**src/rtl/dmem_arb_pkg.sv**
```systemverilog
// Shared types and constants for the two-port data-memory arbiter.
package dmem_arb_pkg;

  localparam int unsigned ARB_PORTS  = 2;
  // Widths of the latched command fields; the arbiter's ADDR_WIDTH/DATA_WIDTH must not exceed these.
  localparam int unsigned ARB_ADDR_W = 32;
  localparam int unsigned ARB_DATA_W = 32;

  typedef enum logic [1:0] {
    IDLE,
    ISSUE,
    DRAIN
  } arb_state_e;

  typedef struct packed {
    logic [ARB_ADDR_W-1:0] addr;
    logic [ARB_DATA_W-1:0] wdata;
    logic                  we;
    logic [3:0]            be;
  } arb_cmd_t;

  function automatic logic onehot_to_idx(input logic [ARB_PORTS-1:0] oh);
    return oh[1];
  endfunction

endpackage

```
**src/rtl/dmem_arbiter_rr_picker_2.sv**
```systemverilog
// Combinational two-way round-robin selector: on contention the port that did not win last goes.
module rr_picker_2 (
  input  logic [1:0] req,
  input  logic       last,
  output logic [1:0] win
);

  always_comb begin
    win = 2'b00;
    unique case (req)
      2'b01:   win = 2'b01;
      2'b10:   win = 2'b10;
      2'b11:   win = last ? 2'b01 : 2'b10;
      default: win = 2'b00;
    endcase
  end

endmodule

```
**src/rtl/dmem_arbiter.sv**
```systemverilog
// Round-robin arbiter/sequencer for memory_system's single data port (CPU LSU = port 0).
// Optional DMEM_ARB_STATS_EN adds per-port grant and timeout counters.
module dmem_arbiter
  import dmem_arb_pkg::*;
#(
  parameter int unsigned ADDR_WIDTH     = 32,
  parameter int unsigned DATA_WIDTH     = 32,
  parameter int unsigned TIMEOUT_CYCLES = 16
) (
  input  logic                    clk,
  input  logic                    rst_n,
  input  logic [1:0]              req,
  input  logic [2*ADDR_WIDTH-1:0] req_addr,
  input  logic [2*DATA_WIDTH-1:0] req_wdata,
  input  logic [1:0]              req_we,
  input  logic [7:0]              req_be,
  output logic [1:0]              gnt,
  output logic [1:0]              rsp_valid,
  output logic [DATA_WIDTH-1:0]   rsp_rdata,
  output logic                    rsp_err,
  output logic [ADDR_WIDTH-1:0]   mem_addr,
  output logic [DATA_WIDTH-1:0]   mem_wdata,
  output logic                    mem_read,
  output logic                    mem_write,
  output logic [3:0]              mem_be,
  input  logic [DATA_WIDTH-1:0]   mem_rdata,
  input  logic                    mem_ready
`ifdef DMEM_ARB_STATS_EN
  ,
  output logic [63:0]             stat_grants,
  output logic [31:0]             stat_timeouts
`endif
);

  arb_state_e state_q;
  arb_cmd_t   cmd_q;
  arb_cmd_t   cmd_sel;
  logic       last_q;
  logic       owner_q;
  logic [7:0] cnt_q;
  logic [1:0] win;
  logic       win_idx;
  logic       grant_ok;
  logic       timeout_hit;

  rr_picker_2 u_picker (
    .req  (req),
    .last (last_q),
    .win  (win)
  );

  assign win_idx     = onehot_to_idx(win);
  // Stale mem_ready from the previous access must clear before a new command can start.
  assign grant_ok    = (state_q == IDLE) && (|req) && !mem_ready;
  assign gnt         = grant_ok ? win : 2'b00;
  assign timeout_hit = (cnt_q == 8'(TIMEOUT_CYCLES - 1));

  always_comb begin
    cmd_sel       = '0;
    cmd_sel.addr  = win_idx ? req_addr[2*ADDR_WIDTH-1:ADDR_WIDTH] : req_addr[ADDR_WIDTH-1:0];
    cmd_sel.wdata = win_idx ? req_wdata[2*DATA_WIDTH-1:DATA_WIDTH] : req_wdata[DATA_WIDTH-1:0];
    cmd_sel.we    = win_idx ? req_we[1] : req_we[0];
    cmd_sel.be    = win_idx ? req_be[7:4] : req_be[3:0];
  end

  assign mem_addr  = cmd_q.addr[ADDR_WIDTH-1:0];
  assign mem_wdata = cmd_q.wdata[DATA_WIDTH-1:0];
  assign mem_be    = cmd_q.be;

  always_ff @(posedge clk or negedge rst_n) begin
    if (!rst_n) begin
      state_q   <= IDLE;
      cmd_q     <= '0;
      last_q    <= 1'b1;
      owner_q   <= 1'b0;
      cnt_q     <= 8'd0;
      rsp_valid <= 2'b00;
      rsp_rdata <= '0;
      rsp_err   <= 1'b0;
      mem_read  <= 1'b0;
      mem_write <= 1'b0;
    end else begin
      rsp_valid <= 2'b00;
      unique case (state_q)
        IDLE: begin
          if (grant_ok) begin
            cmd_q     <= cmd_sel;
            owner_q   <= win_idx;
            last_q    <= win_idx;
            cnt_q     <= 8'd0;
            mem_read  <= !cmd_sel.we;
            mem_write <= cmd_sel.we;
            state_q   <= ISSUE;
          end
        end
        ISSUE: begin
          if (mem_ready || timeout_hit) begin
            rsp_rdata <= (mem_ready && !cmd_q.we) ? mem_rdata : '0;
            rsp_err   <= !mem_ready;
            rsp_valid <= owner_q ? 2'b10 : 2'b01;
            mem_read  <= 1'b0;
            mem_write <= 1'b0;
            state_q   <= DRAIN;
          end else begin
            cnt_q <= cnt_q + 8'd1;
          end
        end
        DRAIN:   state_q <= IDLE;
        default: state_q <= IDLE;
      endcase
    end
  end

`ifdef DMEM_ARB_STATS_EN
  logic [31:0] grants0_q, grants1_q, timeouts_q;

  always_ff @(posedge clk or negedge rst_n) begin
    if (!rst_n) begin
      grants0_q  <= 32'd0;
      grants1_q  <= 32'd0;
      timeouts_q <= 32'd0;
    end else begin
      if (gnt[0]) grants0_q <= grants0_q + 32'd1;
      if (gnt[1]) grants1_q <= grants1_q + 32'd1;
      if (state_q == ISSUE && !mem_ready && timeout_hit) timeouts_q <= timeouts_q + 32'd1;
    end
  end

  assign stat_grants   = {grants1_q, grants0_q};
  assign stat_timeouts = timeouts_q;
`endif

endmodule
```
**config.mk**
```make
export PLATFORM = sky130hd
export DESIGN_NAME = dmem_arbiter
export DESIGN_NICKNAME = d
export VERILOG_FILES = /design/src/rtl/dmem_arb_pkg.sv /design/src/rtl/dmem_arbiter_rr_picker_2.sv /design/src/rtl/dmem_arbiter.sv
export SDC_FILE = /design/constraint.sdc
export NUM_CORES = 1
export LEC_CHECK = 0
export CORE_MARGIN = 1.5
export CORE_UTILIZATION = 41
export CTS_BUF_LIST = sky130_fd_sc_hd__clkbuf_16
export DETAILED_ROUTE_END_ITERATION = 12
export PLACE_DENSITY = 0.81
export REMOVE_ABC_BUFFERS = 1
export SLEW_MARGIN = 10
export SYNTH_ARGS = -nofsm -noshare
export SYNTH_HDL_FRONTEND = slang
export SYNTH_SLANG_ARGS = --single-unit
```
**constraint.sdc**
```tcl
create_clock -name clk -period 2.55 [get_ports clk]
set_clock_uncertainty 0.15 [all_clocks]
set_input_delay 0.51 -clock clk [delete_from_list [all_inputs] [get_ports clk]]
set_output_delay 0.51 -clock clk [all_outputs]
set_load 0.01 [all_outputs]
```
Word level (Yosys, flattened, before mapping)

Cells that the tools add are included.

Bits in registers: 118
Output and inout bits: 107
Logic and storage cells: 59

Add/sub/neg operators: 1
Equality and inequality tests: 8
Mux-type cells: 22
Reduce and logical (&&, ||, !) cells: 15

Operators with widths:

| cell                                                            | count |
|---|---|
| 32-bit 2-to-1 mux                                               | 3 |
| 8-bit 2-to-1 mux                                                | 2 |
| 8-bit one-hot mux with 2 select lines                           | 1 |
| 2-bit 2-to-1 mux                                                | 7 |
| 8-bit by 1-bit adder with 8-bit output, second input constant   | 1 |
| 8-bit by 4-bit == test with 1-bit output, second input constant | 1 |
| 2-bit inequality test, second input constant                    | 3 |
| 2-bit one-hot mux with 3 select lines                           | 1 |
| 2-bit AND reduction                                             | 3 |
| 3-bit AND reduction                                             | 2 |
| 2-bit by 1-bit == test with 1-bit output, second input constant | 2 |
| 2-bit == test, second input constant                            | 2 |
| 1-bit 2-to-1 mux                                                | 4 |
| 4-bit 2-to-1 mux                                                | 1 |
| 1-bit one-hot mux with 2 select lines                           | 2 |
| 2-bit one-hot mux with 2 select lines                           | 1 |
| 1-bit logical AND                                               | 3 |
| 1-bit logical NOT                                               | 3 |
| 2-bit logical NOT                                               | 1 |
| 2-bit nonzero test                                              | 1 |
| 2-bit OR reduction                                              | 1 |
| 1-bit logical OR                                                | 1 |

Logic depth before layout (Yosys ltp)

Gate-level depths: netlist of the first run.

Depth after elaboration: 6
Mapped depth: 7
Gate-level depth less buffers: 5

Hierarchy

A second synthesis of the first run with hierarchy kept.

Cells, all modules: 592
Area, all modules: 5938.2 µm²

By module, submodules not included:

| module       | times used | cells each | area an instance (µm²) |
|---|---|---|---|
| dmem_arbiter | 1          | 589        | 5919.4 |
| rr_picker_2  | 1          | 3          | 18.8 |

Worst setup path after synthesis of the first run

No wires, ideal clock.

Kind: input port to output port
Start point: input port mem_ready
End point: output port gnt[1]
Data arrival time: 1.649 ns
Data required time: 1.890 ns
Path slack: 0.241 ns
Cell stages on the path: 5
Cell sequence: buf_6 > or4_4 > buf_6 > clkbuf_1 > nor2_1

Cells in the longest elaborated chain, start to end: 3

RTL lines:

| element           | RTL line           | text |
|---|---|---|
| start, declared   | dmem_arbiter.sv:27 | `input logic mem_ready` |
| 1-bit logical NOT | dmem_arbiter.sv:54 | `assign grant_ok = (state_q == IDLE) && (\|req) && !mem_ready;` |
| 1-bit logical AND | dmem_arbiter.sv:54 |  |
| 2-bit 2-to-1 mux  | dmem_arbiter.sv:55 | `assign gnt = grant_ok ? win : 2'b00;` |
| end, declared     | dmem_arbiter.sv:17 | `output logic [1:0] gnt,` |

Every way passes these cells.

Worst setup path in the final report of the first run

Start point: input port req[0]
End point: output port gnt[1]

Cells in the longest elaborated chain, start to end: 4

RTL lines:

| element                                                                       | RTL line           | text |
|---|---|---|
| start, declared                                                               | dmem_arbiter.sv:12 | `input logic [1:0] req,` |
| branches (longest 3 deep; another with 2-bit one-hot mux with 3 select lines) | n/a                |  |
| 2-bit 2-to-1 mux (*)                                                          | dmem_arbiter.sv:55 |  |

Every way passes the cells marked *.

==> reports/results.tsv, run 1 <==
stage	metric	value	unit
pwr	Pleak	3.840	nW
synthesis	mean post-synth cell area	10.01	µm²
setup_path	Crit Path Max Fanout	2	
timing	Rel. slew slack	37.98	%
clock_network	TritonCTS clock tree	built	
floorplan	die area	0.01514	mm²
pwr	sequential share of power	36.3	%
placement	placed cell count	960	
grt	GRT overflow	0	
drt	DRT iter0 DRCs	205	
pwr	Comb power frac	37.8	%
finish	Final Cell Area	0.008987	mm²
timing	Fmax	0.4099	GHz
setup_path	CP Class	input port to output port	
placement	hpwl dp	11140	µm
setup_path	CP Data Arrival Time	1.78	ns
clock_network	CTS Buffer Depth	2	
grt	vias in the first global route	4905	
drt	Via density	4.910	
synthesis	Mapped Area	0.005907	mm²
pwr	Clock power frac	25.9	%
setup_path	required time of the critical path	1.89	ns
floorplan	Die X	123.0	µm
drt	routed via count	4885	
floorplan	Cell Rows	43	
finish	area grow syn2layout	52.15	%
pwr	Sw Pwr	0.002630	W
placement	port bufs	281	
synthesis	Main synth FF type	dfrtp_1	
finish	Final #Nets	977	
synthesis	asr flop ratio synth	100.0	%
synthesis	unique cell type count in the Yosys netlist	35	
clock_network	clock sink count	118	
hold_path	worst min path class	input port to async pin	
synthesis	sequential-to-total area share from yosys stat	50.01	%
placement	Routability Congestion	0.7605	
timing	Hold WS	-0.01008	ns
finish	fin cells	995	
floorplan	num ports	282	
timing	Period Utilization, post-route	95.68	%
timing	Setup WS post-layout	0.1102	ns
status	failing checks	hold timing	
synthesis	Yosys reg bits	118	
drt	Detail Route Antenna Nets	0	
clock_network	root buf cell	clkbuf_16	
drt	routed wire length	15690	µm
pwr	Net Sw Frac	31.61	%
clock_network	cts bufs inserted	17	
floorplan	core footprint	0.01399	mm²
clock_network	H-Tree Level Count	4	
pwr	maximum VDD drop	0.5589	mV
pwr	Power Total	0.008321	W
timing	Final min period	2.440	ns
placement	Placed Instance Area	0.008431	mm²
finish	layout cells sized above 1	7.740	%
grt	initial antenna violation count	1	
drt	DRC Markers	0	
setup_path	crit start category	input port	
floorplan	Starting Density	42.23	%
pwr	Cell Int Power	0.005691	W
clock_network	Worst-Skew Late Latency	0.41	ns
grt	largest net degree at the start of global routing	148	
flow_run	max-cap violation count	0	
synthesis	YS warnings	0	
status	outcome	finished, violations left	
synthesis	number of flops mapped to enable cells by yosys	0	
timing	final setup vio count	0	
setup_path	Crit. End Element	output port	
grt	GRT Total Usage	20.57	%
synthesis	cell count after synthesis	590	
clock_network	clock slew at reported path FFs	0.05	ns
timing	Hold Vio Cnt, Final	6	
pwr	pwr/cell area	925.9	mW/mm²
timing	final setup TNS	0	ns
timing	fin. max-slew vios	0	
grt	global-route wire length before repair	23760	µm
drt	routed len/inst	15.77	µm
placement	Post-Place Setup Slack	-0.4512	ns
floorplan	die height	123.0	µm
timing	Worst Tran Pin Value	0.9303	ns
drt	drt pass-1 iters	4	
timing	RSZ-0062 raised after global routing	no	
-- per-stage QoR --
stage / utilization [%] / hold WS [ns]
final: 64.25 / -0.01008
after detailed placement: 60.27 / 0.2919
after CTS: 64.16 / 0.06704
after floorplan: - / 0.06441
after global placement: 60.27 / 0.2809
after global routing: 64.23 / 0.09718
-- final cells by class --
class | instances | area, µm²
multi-input combinational | 328 | 2122
clock buffer | 17 | 425.4
antenna | 1 | 2.502
fill | 1080 | 5001
sequential | 118 | 2954
clock inverter | 15 | 115.1
timing repair buffer | 300 | 3008
inverter | 36 | 135.1
tap | 180 | 225.2
-- logic make-up (layout without fill, tap and decap cells) --
group	after synthesis	after routing	share of synthesized area, %
flip-flops	118	118	50.01
adder cells (fa/ha/maj)	1	1	0.2118
buffers and inverters	144	368	14.40
other	0	1	0
AND/OR/NAND/NOR	136	136	12.54
AO/OA/AOI/OAI	120	120	10.80
multiplexers	71	71	12.03
-- cells in the final DEF, fill, tap and decap left out, types with 3 or more instances in the layout --
cell             synthesis  final
clkdlybuf4s50_1          0    277
dfrtp_1                117    117
o21ai_0                106    106
nand2_1                 76     76
mux2i_1                 71     71
inv_1                   36     36
nand4b_1                32     32
clkbuf_16                0     17
buf_4                   71     14
nand3_1                  9      9
clkinvlp_4               0      7
clkinv_2                 0      5
buf_12                   0      5
nor2_1                   3      3
o21a_1                   3      3
-- repair_timing --
action                     in CTS  in global routing
pin swaps                       0                  2
resized for setup               6                  3
setup endpoints to repair       3                  2
setup buffers                   0                  2
hold buffers                    0                  0
-- worst paths after layout --
check                           startpoint           end  slack (ns)  depth (start not counted)
max in group asynchronous            rst_n  mem_addr[19]        1.73                          2
min in group clk                   owner_q  rsp_valid[0]        0.29                          1
worst max-delay path                req[0]        gnt[1]        0.11                          5
worst min-delay path                 rst_n  rsp_valid[0]       -0.01                          2
worst min register to register     owner_q  rsp_valid[0]        0.29                          1
worst max register to register  state_q[1]      cnt_q[5]        0.38                          4
-- synth_stat cells (2+ instances only) --
library cell	number	area share [%]
nand2_1	76	4.8
and3_2	2	0.25
nand4b_1	32	4.7
nor2_1	3	0.19
and3_1	2	0.21
nor3_1	2	0.17
inv_1	36	2.3
buf_2	11	0.93
nand3_1	9	0.76
clkbuf_1	19	1.2
buf_1	3	0.19
a21boi_0	3	0.38
buf_6	4	0.76
o22ai_1	2	0.21
nor2b_1	2	0.21
mux2i_1	71	12
or4_4	2	0.38
o21a_1	3	0.38
o21ai_0	106	9.0
dfrtp_1	117	50
buf_4	71	9.0
-- worst max-delay path: stages --
cell	delay [ns]
clkdlybuf4s50_1	0.50
nor2_1	0.08
or4_4	0.43
nor2_1	0.12
clkbuf_2	0.14
-- power by group through the flow --
stage	Combinational (W)	Clock, W	Sequential, W
3_5_place_dp	0.00316	0	0.00303
4_1_cts	0.00319	0.00219	0.00302
3_3_place_gp	0.00309	0	0.00299
6_report	0.00315	0.00216	0.00302
5_1_grt	0.00341	0.00229	0.00310
2_1_floorplan	0.000959	0	0.00328
-- registers in the layout (all words and copies together), names as in the netlist, 2 cells and up --
signal     cells
cnt_q          8
mem_addr      32
mem_be         4
mem_wdata     32
rsp_rdata     32
rsp_valid      2
state_q        2
-- layer usage --
layer  track usage [%]  part of all wire, %  vias to the layer above
li1                  -                    -                     2361
met1             22.50                   38                     2291
met2             36.39                   50                      217
met3             7.980                   10                       16
met4             7.040                  1.3                        0
met5                 0                    0                        -
(Power assumes the default switching activity.)
==> run 2: changes to the inputs <==
- CORE_ASPECT_RATIO: default -> 2
==> run 2 against run 1 <==
  * The run now ends clean
  * Critical path depth stayed put
  * Global-route usage is 1.4 points higher
  * Setup slack better by 0.013 ns
  * Sequential share of layout area shrank 0.49 points
  * Clock power grew 9.3%
  * Sequential power about the same
  * Critical path type unchanged
  * Largest cell class unchanged
==> reports/results.tsv, run 2 (synthesized netlist as in run 1, its figures left out) <==
stage	metric	value	unit	change
status	outcome	complete, no violations		
floorplan	Starting Density	42.29	%	+0.064 points
grt	vias in the first global route	5323		+8.5%
clock_network	cts bufs inserted	17		unchanged
timing	Fmax	0.4120	GHz	+0.52%
hold_path	worst min path class	register to register		
placement	Placed Instance Area	0.008512	mm²	+0.96%
placement	Post-Place Setup Slack	-0.4268	ns	+0.02431 ns
timing	Rel. slew slack	45.54	%	+7.6 points
setup_path	CP Class	input port to output port		
timing	RSZ-0062 raised after global routing	no		
grt	largest net degree at the start of global routing	103		-30%
setup_path	crit start category	input port		
clock_network	clock sink count	118		unchanged
pwr	Pleak	3.930	nW	+2.3%
placement	port bufs	281		unchanged
finish	commonest non-fill, non-tap cell in the layout	clkdlybuf4s50_1		
setup_path	required time of the critical path	1.89	ns	about the same
setup_path	Crit. End Element	output port		
drt	routed wire length	16330	µm	+4.1%
drt	routed len/inst	16.10	µm	+2.1%
pwr	Power Total	0.008608	W	+3.4%
floorplan	die height	172.7	µm	+40%
floorplan	Cell Rows	61		+42%
clock_network	H-Tree Level Count	4		unchanged
finish	layout cells sized above 1	8.738	%	+1.0 points
finish	most frequent cells in the layout	277 x clkdlybuf4s50_1, 117 x dfrtp_1, 106 x o21ai_0, 76 x nand2_1, 71 x mux2i_1		
setup_path	CP Data Arrival Time	1.77	ns	about the same
drt	Via density	4.908		about the same
clock_network	root buf cell	clkbuf_16		
timing	Final min period	2.427	ns	-0.01256 ns
setup_path	Crit Path Max Fanout	2		unchanged
floorplan	core footprint	0.01397	mm²	-0.15%
drt	Detail Route Antenna Nets	0		unchanged
timing	final setup vio count	0		unchanged
clock_network	clock slew at reported path FFs	0.06	ns	about the same
grt	GRT Total Usage	21.93	%	+1.4 points
drt	DRT iter0 DRCs	153		-25%
drt	DRC Markers	0		unchanged
placement	Routability Congestion	0.8152		+7.2%
timing	Setup WS post-layout	0.1227	ns	+0.01256 ns
flow_run	max-cap violation count	0		unchanged
timing	Hold Vio Cnt, Final	0		-6
clock_network	TritonCTS clock tree	built		
grt	initial antenna violation count	0		-1
placement	hpwl dp	12670	µm	+14%
grt	global-route wire length before repair	25710	µm	+8.2%
timing	Worst Tran Pin Value	0.8168	ns	-0.1134 ns
grt	GRT overflow	0		unchanged
clock_network	# Post-CTS Setup Buffers	0		unchanged
floorplan	num ports	282		unchanged
drt	drt pass-1 iters	5		+1
finish	Final Cell Area	0.009124	mm²	+1.5%
finish	Final #Nets	987		+1.0%
timing	Period Utilization, post-route	95.19	%	-0.49 points
pwr	pwr/cell area	943.4	mW/mm²	+1.9%
clock_network	Worst-Skew Late Latency	0.40	ns	about the same
floorplan	Die X	87.88	µm	-29%
pwr	maximum VDD drop	0.4664	mV	-17%
clock_network	CTS Buffer Depth	2		unchanged
timing	fin. max-slew vios	0		unchanged
finish	area grow syn2layout	54.46	%	
floorplan	die area	0.01518	mm²	+0.29%
drt	routed via count	4977		+1.9%
[run 2: layout make-up]
cell class                 instances  area, µm²
antenna                            1      2.502
multi-input combinational        328       2128
clock inverter                    15      165.2
timing repair buffer             310       3077
inverter                          36      135.1
clock buffer                      17      425.4
fill                            1145       4843
tap                              189      236.5
sequential                       118       2954
[run 2: worst max-delay path, cell delays in order]
cell and delay, ns:
clkdlybuf4s50_1 0.49, nor2_1 0.08, or4_4 0.43, nor2_2 0.12
buf_2 0.14
[run 2: power breakdown]
group	total, W	switching (W)	internal, W
logic	0.00321	0.00138	0.00183
registers	0.00303	0.000464	0.00257
clock network	0.00236	0.000842	0.00152
total	0.00861	0.00269	0.00592
[run 2: per-stage QoR]
stage                     utilization [%]  setup TNS (ns)  instances  hold WS (ns)
after CTS                           65.31               0       1013        0.3051
after global routing                65.31               0       1013        0.3475
final                               65.32               0       1014        0.3052
after floorplan                         -         -437.25        482       0.06441
after detailed placement            60.94          -20.21        980        0.2975
after global placement              60.94          -18.07        980        0.2827
[run 2: path summary, 6_finish.rpt]
path / cells after the start / from / to / slack [ns]
max in group asynchronous: 3 / rst_n / last_q / 1.03
worst min register to register: 1 / owner_q / rsp_valid[0] / 0.31
worst max-delay path: 5 / req[0] / gnt[1] / 0.12
min in group asynchronous: 2 / rst_n / rsp_rdata[26] / 0.47
worst max register to register: 5 / state_q[1] / mem_addr[22] / 0.38
worst min-delay path: 1 / owner_q / rsp_valid[0] / 0.31
[run 2: per-layer routing]
metal	part of all wire [%]	global-route usage, %	up-vias
met1	36	22.32	2332
met2	55	40.55	230
met5	0	0	-
met4	2.8	8.929	0
met3	7.0	5.776	30
li1	-	-	2385
[run 2: repair_timing]
action | CTS | global route
gates cloned | 0 | 0
hold buffers | 1 | 0
pin swaps | 1 | 1
gates resized for setup | 8 | 3
endpoints found under the setup margin | 3 | 53
endpoints found under the hold margin | 31 | 0
